### src/rtl/mult_rs.sv
// Reservation station in front of the multiply FU: holds dispatched ops until both source
// values are known (directly or snooped from the CDB), then issues them one at a time.
module mult_rs #(
    parameter int unsigned DEPTH  = 4,
    parameter int unsigned TAG_W  = 4,
    parameter int unsigned DATA_W = 8
) (
    input  logic                       clk,
    input  logic                       rst,
    input  logic                       dispatch_valid,
    output logic                       dispatch_ready,
    input  logic [7:0]                 disp_operand,
    input  logic [1:0]                 disp_src_rdy,
    input  logic [1:0][TAG_W-1:0]      disp_src_tag,
    input  logic [1:0][DATA_W-1:0]     disp_src_val,
    input  logic [7:0]                 disp_wbs,
    input  logic [7:0]                 disp_flags,
    input  logic [TAG_W-1:0]           disp_robid,
    input  logic                       cdb_valid,
    input  logic [TAG_W-1:0]           cdb_id,
    input  logic [DATA_W-1:0]          cdb_val,
    input  logic                       flush,
    input  logic                       fu_busy,
    output logic                       issue_transmit,
    output logic [7:0]                 issue_operand,
    output logic [1:0][DATA_W-1:0]     issue_depvals,
    output logic [7:0]                 issue_wbs,
    output logic [7:0]                 issue_flags,
    output logic [TAG_W-1:0]           issue_robid,
    output logic [$clog2(DEPTH+1)-1:0] occupancy
);

    localparam int unsigned IDX_W = (DEPTH > 1) ? $clog2(DEPTH) : 1;
    localparam int unsigned OCC_W = $clog2(DEPTH + 1);

    logic                   valid_q   [DEPTH];
    logic                   valid_d   [DEPTH];
    logic [7:0]             operand_q [DEPTH];
    logic [7:0]             operand_d [DEPTH];
    logic [7:0]             wbs_q     [DEPTH];
    logic [7:0]             wbs_d     [DEPTH];
    logic [7:0]             flags_q   [DEPTH];
    logic [7:0]             flags_d   [DEPTH];
    logic [TAG_W-1:0]       robid_q   [DEPTH];
    logic [TAG_W-1:0]       robid_d   [DEPTH];
    logic [1:0]             rdy_q     [DEPTH];
    logic [1:0]             rdy_d     [DEPTH];
    logic [1:0][TAG_W-1:0]  tag_q     [DEPTH];
    logic [1:0][TAG_W-1:0]  tag_d     [DEPTH];
    logic [1:0][DATA_W-1:0] val_q     [DEPTH];
    logic [1:0][DATA_W-1:0] val_d     [DEPTH];

    logic [OCC_W-1:0]       occ_q, occ_d;

    logic                   tx_q, tx_d;
    logic [7:0]             iss_operand_q, iss_operand_d;
    logic [1:0][DATA_W-1:0] iss_depvals_q, iss_depvals_d;
    logic [7:0]             iss_wbs_q, iss_wbs_d;
    logic [7:0]             iss_flags_q, iss_flags_d;
    logic [TAG_W-1:0]       iss_robid_q, iss_robid_d;

    logic [IDX_W-1:0]       free_idx, sel_idx;
    logic                   sel_found;
    logic                   do_disp, do_issue;

    assign dispatch_ready = (occ_q != OCC_W'(DEPTH));
    assign do_disp        = dispatch_valid && dispatch_ready;
    // The cycle after an issue is a holdoff so the FU has time to raise busy.
    assign do_issue       = sel_found && !fu_busy && !tx_q;

    // Lowest-index free slot and lowest-index ready entry (registered readiness only).
    always_comb begin
        free_idx  = '0;
        sel_idx   = '0;
        sel_found = 1'b0;
        for (int i = int'(DEPTH) - 1; i >= 0; i--) begin
            if (!valid_q[i]) begin
                free_idx = IDX_W'(i);
            end
            if (valid_q[i] && (&rdy_q[i])) begin
                sel_idx   = IDX_W'(i);
                sel_found = 1'b1;
            end
        end
    end

    always_comb begin
        valid_d       = valid_q;
        operand_d     = operand_q;
        wbs_d         = wbs_q;
        flags_d       = flags_q;
        robid_d       = robid_q;
        rdy_d         = rdy_q;
        tag_d         = tag_q;
        val_d         = val_q;
        occ_d         = occ_q;
        tx_d          = 1'b0;
        iss_operand_d = iss_operand_q;
        iss_depvals_d = iss_depvals_q;
        iss_wbs_d     = iss_wbs_q;
        iss_flags_d   = iss_flags_q;
        iss_robid_d   = iss_robid_q;

        if (flush) begin
            for (int i = 0; i < int'(DEPTH); i++) begin
                valid_d[i] = 1'b0;
            end
            occ_d = '0;
        end else begin
            if (cdb_valid) begin
                for (int i = 0; i < int'(DEPTH); i++) begin
                    for (int s = 0; s < 2; s++) begin
                        if (valid_q[i] && !rdy_q[i][s] && (tag_q[i][s] == cdb_id)) begin
                            rdy_d[i][s] = 1'b1;
                            val_d[i][s] = cdb_val;
                        end
                    end
                end
            end

            if (do_issue) begin
                valid_d[sel_idx] = 1'b0;
                tx_d             = 1'b1;
                iss_operand_d    = operand_q[sel_idx];
                iss_depvals_d    = val_q[sel_idx];
                iss_wbs_d        = wbs_q[sel_idx];
                iss_flags_d      = flags_q[sel_idx];
                iss_robid_d      = robid_q[sel_idx];
            end

            if (do_disp) begin
                valid_d[free_idx]   = 1'b1;
                operand_d[free_idx] = disp_operand;
                wbs_d[free_idx]     = disp_wbs;
                flags_d[free_idx]   = disp_flags;
                robid_d[free_idx]   = disp_robid;
                for (int s = 0; s < 2; s++) begin
                    tag_d[free_idx][s] = disp_src_tag[s];
                    // A broadcast in the dispatch cycle would otherwise be missed.
                    if (disp_src_rdy[s]) begin
                        rdy_d[free_idx][s] = 1'b1;
                        val_d[free_idx][s] = disp_src_val[s];
                    end else if (cdb_valid && (cdb_id == disp_src_tag[s])) begin
                        rdy_d[free_idx][s] = 1'b1;
                        val_d[free_idx][s] = cdb_val;
                    end else begin
                        rdy_d[free_idx][s] = 1'b0;
                        val_d[free_idx][s] = disp_src_val[s];
                    end
                end
            end

            unique case ({do_disp, do_issue})
                2'b10:   occ_d = occ_q + OCC_W'(1);
                2'b01:   occ_d = occ_q - OCC_W'(1);
                default: occ_d = occ_q;
            endcase
        end
    end

    always_ff @(posedge clk or negedge rst) begin
        if (!rst) begin
            for (int i = 0; i < int'(DEPTH); i++) begin
                valid_q[i]   <= 1'b0;
                operand_q[i] <= '0;
                wbs_q[i]     <= '0;
                flags_q[i]   <= '0;
                robid_q[i]   <= '0;
                rdy_q[i]     <= '0;
                tag_q[i]     <= '0;
                val_q[i]     <= '0;
            end
            occ_q         <= '0;
            tx_q          <= 1'b0;
            iss_operand_q <= '0;
            iss_depvals_q <= '0;
            iss_wbs_q     <= '0;
            iss_flags_q   <= '0;
            iss_robid_q   <= '0;
        end else begin
            valid_q       <= valid_d;
            operand_q     <= operand_d;
            wbs_q         <= wbs_d;
            flags_q       <= flags_d;
            robid_q       <= robid_d;
            rdy_q         <= rdy_d;
            tag_q         <= tag_d;
            val_q         <= val_d;
            occ_q         <= occ_d;
            tx_q          <= tx_d;
            iss_operand_q <= iss_operand_d;
            iss_depvals_q <= iss_depvals_d;
            iss_wbs_q     <= iss_wbs_d;
            iss_flags_q   <= iss_flags_d;
            iss_robid_q   <= iss_robid_d;
        end
    end

    assign issue_transmit = tx_q;
    assign issue_operand  = iss_operand_q;
    assign issue_depvals  = iss_depvals_q;
    assign issue_wbs      = iss_wbs_q;
    assign issue_flags    = iss_flags_q;
    assign issue_robid    = iss_robid_q;
    assign occupancy      = occ_q;

endmodule

### config.mk
export PLATFORM = sky130hd
export DESIGN_NAME = mult_rs
export DESIGN_NICKNAME = d
export VERILOG_FILES = /design/src/rtl/mult_rs.sv
export SDC_FILE = /design/constraint.sdc
export NUM_CORES = 1
export LEC_CHECK = 0
export BUFFER_PORTS_ARGS = -buffer_cell sky130_fd_sc_hd__buf_4
export CORE_UTILIZATION = 30
export DETAILED_ROUTE_END_ITERATION = 6
export PLACE_DENSITY = 0.57
export SYNTH_ARGS = -nofsm -noshare
export SYNTH_HDL_FRONTEND = slang
export SYNTH_SLANG_ARGS = --single-unit
### constraint.sdc
create_clock -name clk -period 2.26 [get_ports clk]
set_clock_uncertainty 0.1 [all_clocks]
set_input_delay 0.452 -clock clk [delete_from_list [all_inputs] [get_ports clk]]
set_output_delay 0.452 -clock clk [all_outputs]
set_load 0.05 [all_outputs]
==> metrics.md <==
| Metric | Value |
|---|---|
| Gate power share | about 30% |
| Hold WC Path Type | in -> reg |
| ANT cells | 0 |
| Initial core utilization | a little under a third |
| Synth top area cells | dfrtp_1, nand2_1, mux2_2, a222oi_1, a22o_1 |
| CTS Root Cell | clkbuf_16 |
| Clock sinks | 268 |
| Critical Path AT | approximately 1.7 ns |
| Initial antenna violation count | 0 |
| Post-synthesis cell type count | 58 |
| Via/cell ratio | 5.407 |
| Non-filler instance count after layout | 1,988 |
| Crit-path max FO | 7 |
| Post-synth EDFFs | 0 |
| Ys async rst share | 100.0% |
| Sw frac | 34.39% |
| Final antenna-violating net count | 0 |
| Vias | 10.75k |
| Io pins | 121 |
| Final Max Slew Viols | 0 |
| Leak | 0.007648 uW |
| Synthesized Nets | 1,313 |
| Largest net degree at the start of global routing | 59 |
| # setup viols final | 0 |
| Dpl cells | 1,910 |
| Worst-Margin Slew | 0.9412 ns |
| Part of the power in registers | approximately 40% |
| Tot GR Track Use | 19.59% |
| Setup crit end kind | output port |
| Crit share post-route | 97.67% |
| Hpwl dp | 27,980 um |
| Final hold violation count | 0 |
| Mapped Area | around 0.013 mm2 |
| GR Overflow Total | 0 |
| Cell taking the most area after synthesis | dfrtp_1 |
| CTS tree | built |
| Startpoint types | flop |
| Number of global-route vias before repair | 10.86k |
| Number of max-cap violations | 0 |
| Chip Width | 207.0 um |
| Max_slew headroom | a little under two fifths |
| CTS Buf Count | 30 |
| Status | finished with violations |
| Clk_lat worst skew | 0.58 ns |
| Crit path time final | ~2.2 ns |
| Reg clk slew, reported paths | 0.06 ns |
| Failing checks | DRC |
| Drt total wl | 42,130 um |
| Critical path class | reg -> out |
| Clock share of power | 30.5% |
| CP required | about 1.7 ns |
| Die Area | roughly 0.043 mm2 |
| F_max | around 450 MHz |
| Psw | 6140 uW |
| GP Congestion | 0.8938 |
| Syn Area/Cell | 10.17 um2 |
| Post-layout util | between 30% and 40% |
| Cell Rows | 74 |
| FF+latch count, synth | 268 |
| Post-DR wirelength/cell | 21.19 um |
| Unrepaired setup endpoints after global routing | yes |
| Die height | 207.0 um |
| Layout cells sized above 1 | 26.03% |
| Most used DFF post-synth | dfrtp_1 |
| Power Density | 1095 mW/mm2 |
| Core footprint | 0.04111 mm2 |
| DR DRC count | 10 |
| Sequential-to-total area share from yosys stat | ~53% |
| Total negative slack | 0 ns |
| DR pass1 iterations | 7 |
| Htree depth | 1 |
| Yosys warnings | 0 |
| Nets | 1,506 |
| Internal Power | between 10,000 and 15,000 uW |
| PortBufs | 120 |
| Area share of the largest cell type after synthesis | 53.17% |
| Peak VDD IR | between 0.6 and 0.7 mV |
| First-pass GRT wire length | 65,540 um |
| CTS max path bufs | 3 |
| Initial drt markers | ~1.2k |
| Synth Instances | 1,240 |
| Area Growth Syn to Fin | 29.23% |
## worst max-delay path, stage by stage, from the launching register on
cell and delay [ns]:
dfrtp_2 0.45, nor3b_4 0.23, bufinv_8 0.23, buf_4 0.19
## power by group through the flow
stage          registers (uW)  clock network (uW)  logic [uW]
3_3_place_gp             7100                   0        5260
2_1_floorplan            8370                   0        2090
6_report                 7070                5450        5330
3_5_place_dp             7130                   0        5320
5_1_grt                  7240                5740        5740
4_1_cts                  7060                5550        5370
## worst paths after layout
path	from	end	slack (ns)	cells after the start
max	occupancy[1]	dispatch_ready	0.05	3
min	disp_flags[3]	flags_q[3]	0.02	3
max reg2reg	rdy_q[5]	issue_operand[0]	0.09	6
min reg2reg	operand_q[26]	operand_q[26]	0.38	2
max in group asynchronous	rst	robid_q[11]	0.91	3
min in group asynchronous	rst	wbs_q[26]	0.31	2
## routing by layer
| layer | share of wire (%) | vias up | track usage (%) |
|---|---|---|---|
| met3 | 6.5 | 72 | 3.078 |
| met2 | 47 | 421 | 31.68 |
| met1 | 44 | 5391 | 27.09 |
| met5 | 0 | - | 0 |
| li1 | - | 4865 | - |
| met4 | 2.7 | 0 | 5.584 |
## state kept, by name (all words and copies together), names as in the netlist
signal	cells
flags_q	32
issue_depvals	16
issue_flags	8
issue_operand	8
issue_robid	4
issue_transmit	1
issue_wbs	8
occupancy	3
operand_q	32
rdy_q	8
robid_q	16
tag_q	32
val_q	64
valid_q	4
wbs_q	32
## synthesized netlist by cell type, drive strengths merged (2+ instances only)
master / count
xor2: 23
a31oi: 4
nor3: 46
o31a: 4
clkbuf: 38
a22oi: 5
nand2: 277
and3b: 2
nor3b: 3
o221ai: 10
o21ai: 13
nand4: 3
o221a: 4
a222oi: 52
a311oi: 5
o31ai: 3
or2: 3
a21oi: 58
o211ai: 5
and2: 6
or3: 5
nor2: 72
o32a: 5
dfrtp: 268
inv: 36
xnor2: 19
nand2b: 5
a32oi: 2
a221o: 15
mux2i: 14
a22o: 45
buf: 53
and3: 5
mux2: 67
a31o: 2
a211oi: 5
nand4b: 3
nand3: 21
a21o: 3
a2bb2oi: 3
a221oi: 15
o22ai: 4
## cell families after synthesis
logic type                 synth area share, %
AOI/OAI and AO/OA                        16.72
buffers and inverters                    4.474
adders and majority gates               0.1587
muxes                                    7.152
DFF                                      53.17
and+or+nand+nor                          15.41
xor gates and xnor gates                 2.916
## stage by stage
step	worst slack (ns)	power, uW	area [um2]	hold WS (ns)
finish	0.05263	17850	16300	0.01563
global route	-0.02339	18730	16300	0.01022
CTS	0.02227	17980	16290	0.001228
detailed placement	-0.02397	12450	14960	0.3428
global placement	0.01613	12350	14960	0.3334
floorplan	0.006791	10450	12660	0.05641
## cell usage in the layout (no fill, tap or decap), types with 5 or more instances in the layout
cell,count
a222oi_1,52
a211oi_1,5
nand2_1,276
mux2i_1,14
o32a_1,5
o221ai_1,10
clkbuf_16,30
a22oi_1,5
a221o_1,15
mux2_2,65
buf_12,23
nor2_1,70
nand2b_1,5
inv_1,35
a22o_1,45
a21oi_1,58
xnor2_1,19
o211ai_1,5
o21ai_0,13
dlygate4sd3_1,22
a311oi_1,5
clkbuf_8,5
clkinv_2,6
nor3_1,42
xor2_1,23
buf_4,206
dfrtp_1,265
a221oi_1,15
nand3_1,20
bufinv_16,7
## timing repair
item,CTS,global route
pin swaps,1,4
buffers inserted,1,1
hold buffers,22,0
gates resized for setup,0,2
hold endpoints to repair,88,0
setup endpoints to repair,1,31
## final cells by class
cell class / count / area [um2]
fill: 4066 / 24810
multi-input combinational: 844 / 5423
clock inverter: 16 / 272.8
inverter: 37 / 152.6
sequential: 268 / 6710
clock buffer: 39 / 834.6
tap: 532 / 665.6
timing repair buffer: 252 / 2242
No activity file was read; power rests on OpenSTA's default activity.
